===== src/rtl/tpu_pkg.sv =====
// Shared definitions for the systolic array control slice.
// Contents: controller state enum, default array dimension and the
// drain-length helper used to size the post-stream flush window.
package tpu_pkg;

  typedef enum logic [2:0] {
    IDLE   = 3'd0,
    LOAD_W = 3'd1,
    STREAM = 3'd2,
    DRAIN  = 3'd3,
    DONE   = 3'd4
  } state_e;

  localparam int N_DEFAULT = 2;

  // Cycles needed after the last input enters for partial sums to leave the array.
  function automatic int drain_len(input int n);
    return 2 * n;
  endfunction

endpackage


===== src/rtl/systolic_ctrl_if.sv =====
// Job/control bundle between the host side and the systolic array sequencer.
// master: job source (start, num_vectors, reuse_w, flush) observing status/control.
// slave : the sequencer, driving busy/done and every array control strobe.
interface systolic_ctrl_if
  import tpu_pkg::*;
#(
  parameter int N         = N_DEFAULT,
  parameter int LEN_WIDTH = 8
);
  logic                 start;
  logic [LEN_WIDTH-1:0] num_vectors;
  logic                 reuse_w;
  logic                 flush;
  logic                 busy;
  logic                 done;
  logic                 array_en;
  logic                 w_rd_en;
  logic [$clog2(N)-1:0] w_row_idx;
  logic [N-1:0]         accept_w_col;
  logic [N-1:0]         valid_row;
  logic [N-1:0]         switch_row;

  modport master (
    output start, num_vectors, reuse_w, flush,
    input  busy, done, array_en, w_rd_en, w_row_idx, accept_w_col, valid_row, switch_row
  );

  modport slave (
    input  start, num_vectors, reuse_w, flush,
    output busy, done, array_en, w_rd_en, w_row_idx, accept_w_col, valid_row, switch_row
  );
endinterface


===== src/rtl/systolic_ctrl_skew_gen.sv =====
// Per-row skew generator for the input stream.
// Ports: clk, rst (async active-low), active_i (stream phase), t_i (stream
// counter), nv_i (vectors in job), sw_en_i (emit switch pulses),
// valid_row_o / switch_row_o (registered per-row strobes).
module skew_gen
  import tpu_pkg::*;
#(
  parameter int N         = N_DEFAULT,
  parameter int LEN_WIDTH = 8,
  parameter int CNT_WIDTH = 9
) (
  input  logic                 clk,
  input  logic                 rst,
  input  logic                 active_i,
  input  logic [CNT_WIDTH-1:0] t_i,
  input  logic [LEN_WIDTH-1:0] nv_i,
  input  logic                 sw_en_i,
  output logic [N-1:0]         valid_row_o,
  output logic [N-1:0]         switch_row_o
);

  logic [N-1:0] valid_row_d, valid_row_q;
  logic [N-1:0] switch_row_d, switch_row_q;

  // Row r is skewed by r cycles: it carries vectors while r <= t < r + nv.
  always_comb begin
    valid_row_d  = '0;
    switch_row_d = '0;
    for (int r = 0; r < N; r++) begin
      if (active_i && (t_i >= CNT_WIDTH'(r)) && ((t_i - CNT_WIDTH'(r)) < CNT_WIDTH'(nv_i)))
        valid_row_d[r] = 1'b1;
      if (active_i && sw_en_i && (t_i == CNT_WIDTH'(r)))
        switch_row_d[r] = 1'b1;
    end
  end

  always_ff @(posedge clk or negedge rst) begin
    if (!rst) begin
      valid_row_q  <= '0;
      switch_row_q <= '0;
    end else begin
      valid_row_q  <= valid_row_d;
      switch_row_q <= switch_row_d;
    end
  end

  assign valid_row_o  = valid_row_q;
  assign switch_row_o = switch_row_q;

endmodule


===== src/rtl/systolic_ctrl.sv =====
// Job sequencer for an N x N weight-stationary systolic array.
// Ports: clk, rst (async active-low), bus (systolic_ctrl_if.slave):
//   start/num_vectors/reuse_w/flush in; busy/done/array_en/w_rd_en/
//   w_row_idx/accept_w_col/valid_row/switch_row out, all registered.
// Flow per job: LOAD_W (N cycles, skipped on reuse) -> STREAM (nv+N-1)
// -> DRAIN (2N) -> DONE (1).
module systolic_ctrl
  import tpu_pkg::*;
#(
  parameter int N         = N_DEFAULT,
  parameter int LEN_WIDTH = 8,
  parameter int CNT_WIDTH = 9
) (
  input  logic            clk,
  input  logic            rst,
  systolic_ctrl_if.slave  bus
);

  localparam int IW = $clog2(N);

  state_e               state_q, state_d;
  logic [CNT_WIDTH-1:0] cnt_q, cnt_d;
  logic [LEN_WIDTH-1:0] nv_q, nv_d;
  logic                 reuse_q, reuse_d;
  logic                 array_en_q, array_en_d;
  logic                 busy_q, busy_d;
  logic                 done_q, done_d;
  logic                 w_rd_en_q, w_rd_en_d;
  logic [IW-1:0]        w_row_idx_q, w_row_idx_d;
  logic [N-1:0]         accept_w_col_q, accept_w_col_d;
  logic [CNT_WIDTH-1:0] stream_last, drain_last;

  assign stream_last = CNT_WIDTH'(nv_q) + CNT_WIDTH'(N - 2);
  assign drain_last  = CNT_WIDTH'(drain_len(N) - 1);

  // Outputs are derived from the next state so they appear in the same
  // cycle the state is entered, while still coming straight from flops.
  always_comb begin
    state_d    = state_q;
    cnt_d      = cnt_q;
    nv_d       = nv_q;
    reuse_d    = reuse_q;
    array_en_d = array_en_q;
    unique case (state_q)
      IDLE: begin
        if (bus.flush) array_en_d = 1'b0;
        if (bus.start && (bus.num_vectors != '0)) begin
          nv_d       = bus.num_vectors;
          reuse_d    = bus.reuse_w;
          array_en_d = 1'b1;
          cnt_d      = '0;
          state_d    = bus.reuse_w ? STREAM : LOAD_W;
        end
      end
      LOAD_W: begin
        if (cnt_q == CNT_WIDTH'(N - 1)) begin
          state_d = STREAM;
          cnt_d   = '0;
        end else begin
          cnt_d = cnt_q + 1'b1;
        end
      end
      STREAM: begin
        if (cnt_q == stream_last) begin
          state_d = DRAIN;
          cnt_d   = '0;
        end else begin
          cnt_d = cnt_q + 1'b1;
        end
      end
      DRAIN: begin
        if (cnt_q == drain_last) begin
          state_d = DONE;
          cnt_d   = '0;
        end else begin
          cnt_d = cnt_q + 1'b1;
        end
      end
      DONE: begin
        state_d = IDLE;
        cnt_d   = '0;
      end
      default: begin
        state_d = IDLE;
        cnt_d   = '0;
      end
    endcase

    busy_d         = (state_d != IDLE);
    done_d         = (state_d == DONE);
    w_rd_en_d      = (state_d == LOAD_W);
    accept_w_col_d = {N{state_d == LOAD_W}};
    // Bottom weight row is fed first so it ends up deepest in the columns.
    w_row_idx_d    = (state_d == LOAD_W) ? IW'(CNT_WIDTH'(N - 1) - cnt_d) : '0;
  end

  always_ff @(posedge clk or negedge rst) begin
    if (!rst) begin
      state_q        <= IDLE;
      cnt_q          <= '0;
      nv_q           <= '0;
      reuse_q        <= 1'b0;
      array_en_q     <= 1'b0;
      busy_q         <= 1'b0;
      done_q         <= 1'b0;
      w_rd_en_q      <= 1'b0;
      w_row_idx_q    <= '0;
      accept_w_col_q <= '0;
    end else begin
      state_q        <= state_d;
      cnt_q          <= cnt_d;
      nv_q           <= nv_d;
      reuse_q        <= reuse_d;
      array_en_q     <= array_en_d;
      busy_q         <= busy_d;
      done_q         <= done_d;
      w_rd_en_q      <= w_rd_en_d;
      w_row_idx_q    <= w_row_idx_d;
      accept_w_col_q <= accept_w_col_d;
    end
  end

  skew_gen #(
    .N         (N),
    .LEN_WIDTH (LEN_WIDTH),
    .CNT_WIDTH (CNT_WIDTH)
  ) u_skew (
    .clk          (clk),
    .rst          (rst),
    .active_i     (state_d == STREAM),
    .t_i          (cnt_d),
    .nv_i         (nv_d),
    .sw_en_i      (!reuse_d),
    .valid_row_o  (bus.valid_row),
    .switch_row_o (bus.switch_row)
  );

  assign bus.busy         = busy_q;
  assign bus.done         = done_q;
  assign bus.array_en     = array_en_q;
  assign bus.w_rd_en      = w_rd_en_q;
  assign bus.w_row_idx    = w_row_idx_q;
  assign bus.accept_w_col = accept_w_col_q;

endmodule

===== src/flat_wrapper.sv =====
// flat-port wrapper written by rule: the top's interface ports become plain ports
module systolic_ctrl_flat import tpu_pkg::*;
#(
  parameter int N         = N_DEFAULT,
  parameter int LEN_WIDTH = 8,
  parameter int CNT_WIDTH = 9
)
  (clk, rst, bus_start, bus_num_vectors, bus_reuse_w, bus_flush, bus_busy, bus_done, bus_array_en, bus_w_rd_en, bus_w_row_idx, bus_accept_w_col, bus_valid_row, bus_switch_row);
  systolic_ctrl_if #(.N(N), .LEN_WIDTH(LEN_WIDTH)) bus_i ();
  input  logic clk;
  input  logic rst;
  input wire logic [$bits(bus_i.start)-1:0] bus_start;
  input wire logic [$bits(bus_i.num_vectors)-1:0] bus_num_vectors;
  input wire logic [$bits(bus_i.reuse_w)-1:0] bus_reuse_w;
  input wire logic [$bits(bus_i.flush)-1:0] bus_flush;
  output wire logic [$bits(bus_i.busy)-1:0] bus_busy;
  output wire logic [$bits(bus_i.done)-1:0] bus_done;
  output wire logic [$bits(bus_i.array_en)-1:0] bus_array_en;
  output wire logic [$bits(bus_i.w_rd_en)-1:0] bus_w_rd_en;
  output wire logic [$bits(bus_i.w_row_idx)-1:0] bus_w_row_idx;
  output wire logic [$bits(bus_i.accept_w_col)-1:0] bus_accept_w_col;
  output wire logic [$bits(bus_i.valid_row)-1:0] bus_valid_row;
  output wire logic [$bits(bus_i.switch_row)-1:0] bus_switch_row;
  assign bus_i.start = bus_start;
  assign bus_i.num_vectors = bus_num_vectors;
  assign bus_i.reuse_w = bus_reuse_w;
  assign bus_i.flush = bus_flush;
  assign bus_busy = bus_i.busy;
  assign bus_done = bus_i.done;
  assign bus_array_en = bus_i.array_en;
  assign bus_w_rd_en = bus_i.w_rd_en;
  assign bus_w_row_idx = bus_i.w_row_idx;
  assign bus_accept_w_col = bus_i.accept_w_col;
  assign bus_valid_row = bus_i.valid_row;
  assign bus_switch_row = bus_i.switch_row;
  systolic_ctrl #(.N(N), .LEN_WIDTH(LEN_WIDTH), .CNT_WIDTH(CNT_WIDTH)) u_core (.clk(clk), .rst(rst), .bus(bus_i));
endmodule

===== config.mk =====
export PLATFORM = sky130hd
export DESIGN_NAME = systolic_ctrl_flat
export DESIGN_NICKNAME = d
export VERILOG_FILES = /design/src/rtl/tpu_pkg.sv /design/src/rtl/systolic_ctrl_if.sv /design/src/rtl/systolic_ctrl_skew_gen.sv /design/src/rtl/systolic_ctrl.sv /design/src/flat_wrapper.sv
export SDC_FILE = /design/constraint.sdc
export NUM_CORES = 1
export LEC_CHECK = 0
export CAP_MARGIN = 20
export CORE_AREA = 2 2 69 71
export CTS_CLUSTER_DIAMETER = 30
export DETAILED_ROUTE_END_ITERATION = 16
export DIE_AREA = 0 0 71 73
export PLACE_DENSITY = 0.7
export REMOVE_ABC_BUFFERS = 1
export SKIP_LAST_GASP = 1
export SYNTH_ARGS = -nofsm -noshare
export SYNTH_HDL_FRONTEND = slang
export SYNTH_SLANG_ARGS = --single-unit

===== constraint.sdc =====
create_clock -name clk -period 4.3 [get_ports clk]
set_clock_uncertainty 0.1 [all_clocks]
set_input_delay 0.86 -clock clk [delete_from_list [all_inputs] [get_ports clk]]
set_output_delay 0.86 -clock clk [all_outputs]
set_load 0.03 [all_outputs]

# Word level (Yosys, flattened, before mapping)
# Cells that the tools add are included.
# W data, S select, Z words.
# op_classes
mux,22
eq_ne,10
reduce_logical,15
n_addsub,3
magnitude_cmp,4
# op_table
op,count
$mux W9,4
$pmux W9 S4,1
$eq A9 B1 Y1 const B,2
$ge A9 B1 Y1 const B,2
$lt A9 B8 Y1,2
$mux W8,2
$mux W3,4
$pmux W3 S4,1
$add A9 B1 Y9 const B,1
$eq A3 B2 Y1 const B,3
$eq A9 B2 Y1 const B,1
$eq A9 B8 Y1,1
$logic_not A9 Y1,1
$mux W1,9
$sub A9 B1 Y9 const B,1
$logic_and A1 B1 Y1,8
$reduce_bool A8 Y1,1
$eq A3 B1 Y1 const B,2
$eq A3 B3 Y1 const B,1
$logic_not A3 Y1,1
$reduce_bool A3 Y1,1
$mux W2,1
$reduce_and A2 Y1,1
$reduce_bool A2 Y1,1
2 further kinds,2
# totals
input_bits,13
register_bits,31
wordCells,66
output_inout_bits,11

# Depth between registers and ports, before layout
# Gate-level depths: netlist (run 1).
# logic_depth
word_depth,8
depth_mapped,18
depth_no_buf,17

# Cells and area by module
# From an unflattened synthesis (run 1), not the netlist that was laid out.
# hier_totals
cells_unflattened,204
hier_area_um2,1999.4
# by_module_without_submodules
module,seq_area_each_um2,instances,cells_each,area_per_inst_um2
systolic_ctrl,650.6,1,129,1362.6
skew_gen,100.1,1,75,636.9

# Worst setup path after synthesis (run 1)
# Ideal clock, no wire load.
# synth_path
kind,input -> register
startpoint,in bus_num_vectors[5]
endpoint,"reg u_core.u_skew.valid_row_q[1], in the netlist u_core.u_skew.valid_row_o[1]"
slack_ns,0.578
setup_ns,0.087
required_time_ns,4.113
stages,13
path_buffers,1
t_arrival_ns,3.536
cell_sequence,or4_1 o21ai_1 and2_1 clkbuf_1 a22oi_1 o21ai_1 or3_4 nor3_1 xor2_1 ha_1 a21o_1 a211o_1 a211oi_2
# synth_between
elab_chain_cells,8
elab_cells_between_ends,15
cone_classes,add/sub (1); order compare (2); eq/ne (1); mux (7); reduce/logical (4)
# synth_rtl
element,line,source
from (decl),flat_wrapper.sv:13,input wire logic [$bits(bus_i.num_vectors)-1:0] bus_num_vectors;
$reduce_bool A8 Y1 *,systolic_ctrl.sv:47,if (bus.start && (bus.num_vectors != '0)) begin
$logic_and A1 B1 Y1 *,systolic_ctrl.sv:47,
$mux W9 *,systolic_ctrl.sv:47,
$pmux W9 S4 *,systolic_ctrl.sv:44,unique case (state_q)
named net u_core.cnt_d[4],systolic_ctrl.sv:22,"logic [CNT_WIDTH-1:0] cnt_q, cnt_d;"
$sub A9 B1 Y9 or $ge A9 B1 Y1 (tied branches),systolic_ctrl_skew_gen.sv:30,if (active_i && (t_i >= CNT_WIDTH'(r)) && ((t_i - CNT_WIDTH'(r)) < CNT_WIDTH'(nv_i)))
$lt A9 B8 Y1 or $logic_and A1 B1 Y1 (tied branches),systolic_ctrl_skew_gen.sv:30,
$logic_and A1 B1 Y1 *,systolic_ctrl_skew_gen.sv:30,
$mux W1 *,systolic_ctrl_skew_gen.sv:30,
named net u_core.u_skew.valid_row_d[1],systolic_ctrl_skew_gen.sv:22,"logic [N-1:0] valid_row_d, valid_row_q;"
to (signal assigned),systolic_ctrl_skew_gen.sv:42,valid_row_q <= valid_row_d;
to (decl),systolic_ctrl_skew_gen.sv:22,
# The timed path passes the listed nets; every way through them passes the cells marked *.
# A chain may end at the register's enable or synchronous reset.

# Final worst setup path (run 1)
# layout_path
startpoint,in bus_num_vectors[5]
endpoint,"reg u_core.u_skew.valid_row_q[0], in the netlist u_core.u_skew.valid_row_o[0]"
# layout_between
elab_chain_cells,8
elab_cells_between_ends,14
cone_classes,order compare (2); eq/ne (1); mux (7); reduce/logical (4)
# layout_rtl
element,line
$reduce_bool A8 Y1 *,systolic_ctrl.sv:47
$logic_and A1 B1 Y1 *,systolic_ctrl.sv:47
$mux W9 *,systolic_ctrl.sv:47
$pmux W9 S4 *,systolic_ctrl.sv:44
named net u_core.cnt_d[5],systolic_ctrl.sv:22
$ge A9 B1 Y1,systolic_ctrl_skew_gen.sv:30
$logic_and A1 B1 Y1,systolic_ctrl_skew_gen.sv:30
$logic_and A1 B1 Y1 *,systolic_ctrl_skew_gen.sv:30
$mux W1 *,systolic_ctrl_skew_gen.sv:30
named net u_core.u_skew.valid_row_d[0],systolic_ctrl_skew_gen.sv:22
# Marked as above.

==> results by group, run 1 <==
Synth
  • Yosys warns: 0
  • Largest family of logic cells by synthesized area: simple AND/OR/NAND/NOR gates
  • FF+latch count, synth: 30
  • Mapped Cells: 220
  • Post-synthesis xor/xnor area fraction: 0.0615
  • Main synth FF type: dfrtp_1
  • Synth area leaders: dfrtp_1, ha_1, xnor2_1, mux2i_1, nor3_1
  • Synth Area in Compound Gates: 0.176
  • Share of the synthesized area in the top cell type: 0.351
  • Asr flop ratio synth: 1.00
  • Synth Area per Inst: 9.71 sq um
  • Area leader, netlist: dfrtp_1
  • Mux share of post-synthesis cell area: 0.0474
  • Count leader, synth: dfrtp_1
  • Adder-Cell Fraction of Synth Area: 0.110
  • Syn Std Cell Area: 2140 sq um
  • EDFF count, synth: 0
  • Seq/Total Area, Yosys: 0.351
  • Commonest cells in the netlist: dfrtp_1, ha_1, inv_1
  • Synth cell types: 53
  • Simple-gate portion of the synthesized area: 0.193

Route
  • 1st-iter DRT viols: 169
  • Met3 WL post-DR: 140 um
  • Wirelength per Cell: 16.1 um
  • Wire length on met1: 2380 um
  • Drt drc: 0
  • Top sig layer: met4
  • Routed vias/inst: 5.66
  • First drt pass iteration count: 4
  • Aggregate routed wire length: 4970 um
  • Via Count: 1744
  • Post-route ant nets: 0
  • DR WL met2: 2390 um

Critical path
  • Critical Path AT: 4.14 ns
  • Worst Setup EP: u_core.u_skew.valid_row_o[0]$_DFF_PN0_
  • Path depth of the worst reg2reg path: 12
  • CP Launch Type: input port
  • R2r startpoint: u_core.cnt_q[0]$_DFF_PN0_
  • Beginning of the critical path: bus_num_vectors[5]
  • Setup CP Type: input port to flop
  • Reg2reg end: u_core.u_skew.valid_row_o[1]$_DFF_PN0_
  • Critical path required time: 4.41 ns
  • Critical path peak fanout: 9
  • FF-to-FF setup slack: 0.51 ns
  • CP endpoint kind: flop

Global routing
  • First-pass GRT wire length: 8090 um
  • Vias in the first global route: 1681
  • Initial antenna violation count: 0
  • Largest net degree at the start of global routing: 31
  • Gr usage total: 0.204
  • Total gr overflow: 0

Timing
  • Min cycle time layout: 4.03 ns
  • Hold Violations, Final: 0
  • Relative slew margins: 0.392
  • Tightest hold margin: 0.387 ns
  • Final period utilization: 0.937
  • Worst slew pin tran: 0.904 ns
  • Max-slew violations: 0
  • Final setup fails: 0
  • Max Freq: 248 MHz
  • RSZ-0062 raised after global routing: false

Power
  • Sequential fraction of design power: 0.218
  • Clock network fraction of total power: 0.127
  • Combinational share of power: 0.655
  • Cell Pwr Density: 883 nW/um^2
  • Pint: 1.26 mW
  • Switching part of the total: 0.447
  • VDD IR max: 465 uV
  • NetSw: 1.02 mW
  • Leak: 1.17 nW

Final layout
  • Non-Filler Instances: 308
  • Nets: 285
  • Fill count: 391
  • Final Util: 0.570
  • Share of cells above drive strength 1: 0.134
  • Final instance area: 2580 sq um
  • Area delta synth->final: 20.9%
  • Number of antenna cells inserted: 0

Clocking
  • Clock Pin Slew Worst Setup and Hold Paths: 0.06 ns
  • CTS max path bufs: 2
  • Skew-Pair Late Insertion Delay: 0.28 ns
  • Post_cts resized: 0
  • CTS Buf Count: 5
  • CTS root buf: clkbuf_8
  • Post-CTS setup repair buffer count: 0
  • Clock Sinks: 30
  • H-tree Lvls: 2
  • Cts hold-fix bufs: 0
  • CTS tree: built

Placement
  • Post-DP Area: 2470 sq um
  • Placer Congestion: 0.928
  • HPWL Detailed: 3890 um
  • IO Port Bufs: 23
  • Dpl cells: 301

Floorplanning
  • IO Count: 24
  • Die H: 73 um
  • Initial Utilization: 0.471
  • Chip width: 71 um
  • Rows: 25
  • Core Area: 4540 sq um
  • DIE AREA: 5180 sq um

Min path
  • Worst hold path type: flop to flop
  • Hold path startpoint: u_core.bus.array_en$_DFFE_PN0P_
  • Hold path depth: 1

Flow run
  • Max Cap Viol: 0

Outcome
  • Outcome: completed
## layout by cell type, fill, tap and decap left out, drive strengths merged, types with 11 or more instances in the layout
master,synthesis,final
inv,16,16
xnor2,11,11
nor3,13,13
clkdlybuf4s50,0,23
dfrtp,30,30
buf,7,13
ha,18,18
nand2,13,13
o21ai,12,12
## sequential cells by signal, summed over array words and instances (netlist names)
name,cells
u_core.state_q,3
u_core.cnt_q,9
u_core.bus.busy,1
u_core.bus.w_row_idx,1
u_core.reuse_q,1
u_core.bus.accept_w_col,1
u_core.u_skew.switch_row_o,2
u_core.bus.done,1
u_core.nv_q,8
u_core.u_skew.valid_row_o,2
u_core.bus.array_en,1
## final cells by class
class | count | area, sq um | share of cell area
Multi-Input combinational cell | 165 | 1260 | 0.490
Sequential cell | 30 | 751 | 0.291
Timing Repair Buffer | 36 | 328 | 0.127
Clock buffer | 6 | 82.6 | 0.0320
Tap cell | 54 | 67.6 | 0.0262
Inverter | 16 | 60.1 | 0.0232
Clock inverter | 1 | 30.0 | 0.0116
## critical path: stages
cell	delay, ns
clkdlybuf4s50_1	0.41
or4_1	0.56
o21ai_1	0.25
and2_2	0.32
nand2_1	0.11
o21a_1	0.12
o31ai_1	0.18
ha_1	0.37
a21oi_1	0.16
nor2b_1	0.06
o21ai_0	0.13
or4b_1	0.46
a21oi_1	0.14
## kinds of logic (layout without fill, tap and decap cells)
| family | Yosys count | count (layout) |
|---|---|---|
| compound gates | 51 | 51 |
| flops | 30 | 30 |
| buf+inv | 25 | 59 |
| fa+ha+maj | 19 | 19 |
| xor+xnor | 15 | 15 |
| simple gates | 70 | 70 |
| mux | 10 | 10 |
## through the flow
stage / total power [mW] / TNS, ns / setup slack (ns)
5_1_grt: 2.50 / 0 / 0.0349
3_5_place_dp: 1.98 / -0.100 / -0.100
6_report: 2.28 / 0 / 0.269
3_3_place_gp: 1.97 / -0.00983 / -0.00983
4_1_cts: 2.29 / 0 / 0.182
2_1_floorplan: 1.52 / 0 / 0.0356
## layer usage
metal,global-route usage,vias to the layer above
met5,0,-
met3,0.0373,5
met4,0.0671,0
met1,0.281,842
li1,-,866
met2,0.327,31
## worst min-delay path by stage
stage,end,slack (ns)
after global routing,u_core.bus.array_en$_DFFE_PN0P_,0.40
after global placement,u_core.bus.array_en$_DFFE_PN0P_,0.37
after floorplan,u_core.reuse_q$_DFF_PN0_,0.35
final,u_core.bus.array_en$_DFFE_PN0P_,0.39
after CTS,u_core.bus.array_en$_DFFE_PN0P_,0.39
after detailed placement,u_core.bus.array_en$_DFFE_PN0P_,0.38
## power groups by stage
stage | Clock, mW | Combinational (mW) | Sequential, mW
floorplan | 0 | 0.982 | 0.542
detailed placement | 0 | 1.49 | 0.499
global route | 0.308 | 1.68 | 0.508
CTS | 0.293 | 1.50 | 0.494
global placement | 0 | 1.47 | 0.497
finish | 0.290 | 1.49 | 0.497
Note: power is estimated with default switching activity, not from simulation.
==> run 2: changes to the inputs <==
==> constraint.sdc (replaced) <==
create_clock -name clk -period 4.6 [get_ports clk]
set_clock_uncertainty 0.1 [all_clocks]
set_input_delay 0.92 -clock clk [delete_from_list [all_inputs] [get_ports clk]]
set_output_delay 0.92 -clock clk [all_outputs]
set_load 0.03 [all_outputs]
==> run 2 against run 1 <==
Net effect:
- non-clock buffer count is 7 lower
- clock power fell by 7%
- sequential power is 6.4% lower
- first-iteration DRC count fell by 37%
- sequential cell count unchanged
- die area is the same
- clock-buffer cell count did not move
- critical endpoint is now u_core.u_skew.valid_row_o[1]$_DFF_PN0_
- largest cell class unchanged
- largest power group unchanged
==> results by group, run 2 (synthesis gave the netlist of run 1 again) <==
Outcome
  • Outcome: completed

Power
  • Clock network fraction of total power: 0.130
  • Leak: 1.14 nW
  • Switching part of the total: 0.458
  • Cell Pwr Density: 821 nW/um^2
  • Sequential fraction of design power: 0.224
  • Pint: 1.13 mW
  • Combinational share of power: 0.646
  • NetSw: 0.952 mW
  • VDD IR max: 435 uV

Global routing
  • Initial antenna violation count: 0
  • First-pass GRT wire length: 8470 um
  • Largest net degree at the start of global routing: 31
  • Total gr overflow: 0
  • Vias in the first global route: 1703
  • Gr usage total: 0.213

Clocking
  • CTS Buf Count: 5
  • CTS root buf: clkbuf_8
  • Post-CTS setup repair buffer count: 0
  • H-tree Lvls: 2
  • Post_cts resized: 0
  • Cts hold-fix bufs: 0
  • CTS max path bufs: 2
  • Skew-Pair Late Insertion Delay: 0.28 ns
  • CTS tree: built
  • Clock Pin Slew Worst Setup and Hold Paths: 0.07 ns
  • Clock Sinks: 30

Placement
  • Post-DP Area: 2420 sq um
  • IO Port Bufs: 23
  • Placer Congestion: 0.890
  • HPWL Detailed: 3850 um

Timing
  • Hold Violations, Final: 0
  • Final period utilization: 0.918
  • Final setup fails: 0
  • Min cycle time layout: 4.22 ns
  • Max-slew violations: 0
  • Post-route setup TNS: 0 ns
  • Max Freq: 237 MHz
  • Worst slew pin tran: 0.888 ns
  • RSZ-0062 raised after global routing: false
  • Relative slew margins: 0.403

Flow run
  • Max Cap Viol: 0

Final layout
  • Nets: 278
  • Final instance area: 2530 sq um
  • Most frequent cells in the layout: dfrtp_1, clkdlybuf4s50_1, ha_1, inv_1
  • Most flop-heavy register: u_core.cnt_q
  • Area delta synth->final: 18.4%
  • Max reg flops: 9
  • Biggest registers after layout: u_core.cnt_q x9, u_core.nv_q x8, u_core.state_q x3
  • Number of antenna cells inserted: 0
  • Share of cells above drive strength 1: 0.105
  • Fill count: 390
  • Most common cell after layout, fill and taps aside: dfrtp_1

Floorplanning
  • DIE AREA: 5180 sq um
  • Initial Utilization: 0.471
  • Rows: 25
  • IO Count: 24
  • Chip width: 71 um
  • Core Area: 4540 sq um
  • Die H: 73 um

Critical path
  • Cell family with most CP delay: compound AO/OA/AOI/OAI gates
  • Crit path cell chain: clkdlybuf4s50_1 > or4_1 > o21ai_1 > and2_1 > a21oi_1 > ha_1 > inv_1 > nor3_1 > xor2_1 > ha_1 > a21o_1 > a211o_1 > a211oi_2
  • CP endpoint kind: flop
  • Critical Path AT: 4.33 ns
  • Critical path peak fanout: 9
  • Critical path required time: 4.70 ns
  • Setup CP Type: input port to flop
  • Most common cell on crit path: ha_1
  • CP Launch Type: input port
  • CP Buf/Inv Count: 2
  • CP max stage cell: or4_1
  • Critical path's largest stage delay: 0.57 ns

Route
  • Post-route ant nets: 0
  • 1st-iter DRT viols: 107
  • First drt pass iteration count: 4
  • Routed vias/inst: 5.87
  • Drt drc: 0
  • Via Count: 1766
  • Wirelength per Cell: 17.0 um
  • Aggregate routed wire length: 5110 um

Min path
  • Worst hold path type: flop to flop
## run 2: cell types whose count changed in the layout (fill, tap and decap cells not counted)
cell / change
buf_4: -7
and2_1: +1
and2_2: -1
## run 2: final timing paths
kind | slack, ns | startpoint | cells past startpoint | end
setup / recovery | 0.38 | bus_num_vectors[5] | 13 | u_core.u_skew.valid_row_o[1]$_DFF_PN0_
hold / removal | 0.38 | u_core.bus.array_en$_DFFE_PN0P_ | 1 | u_core.bus.array_en$_DFFE_PN0P_
setup reg to reg | 0.68 | u_core.cnt_q[0]$_DFF_PN0_ | 12 | u_core.u_skew.valid_row_o[1]$_DFF_PN0_
hold reg to reg | 0.38 | u_core.bus.array_en$_DFFE_PN0P_ | 1 | u_core.bus.array_en$_DFFE_PN0P_
max in group asynchronous | 3.18 | rst | 2 | u_core.cnt_q[7]$_DFF_PN0_
min in group asynchronous | 0.93 | rst | 2 | u_core.cnt_q[3]$_DFF_PN0_
## run 2: power by group through the flow
stage / clock network, mW / registers [mW] / logic (mW)
floorplan: 0 / 0.506 / 0.918
global placement: 0 / 0.464 / 1.30
detailed placement: 0 / 0.467 / 1.32
CTS: 0.278 / 0.463 / 1.34
global route: 0.286 / 0.481 / 1.50
finish: 0.271 / 0.465 / 1.34
## run 2: layout make-up
class	count	area, sq um	share of cell area
Clock inverter	1	30.0	0.0119
Clock buffer	6	82.6	0.0326
Inverter	16	60.1	0.0237
Timing Repair Buffer	29	275	0.109
Sequential cell	30	751	0.297
Tap cell	54	67.6	0.0267
Multi-Input combinational cell	165	1260	0.500
## run 2: metal layers
layer,global-route usage,part of all wire,wire [um],vias to the layer above
met2,0.341,0.49,2500,50
met5,0,0,0,-
met1,0.286,0.44,2270,845
li1,-,-,-,862
met4,0.0881,0.018,92,0
met3,0.0387,0.049,253,9
## run 2: stage by stage
step                hold slack (ns)  setup WS (ns)  power (mW)  utilization  instances
floorplan                     0.354          0.276        1.42            -        211
detailed placement            0.369          0.155        1.79        0.533        294
CTS                           0.384          0.418        2.08        0.558        301
global placement              0.365          0.251        1.76        0.533        294
finish                        0.379          0.377        2.08        0.558        301
global route                  0.403          0.139        2.27        0.558        301
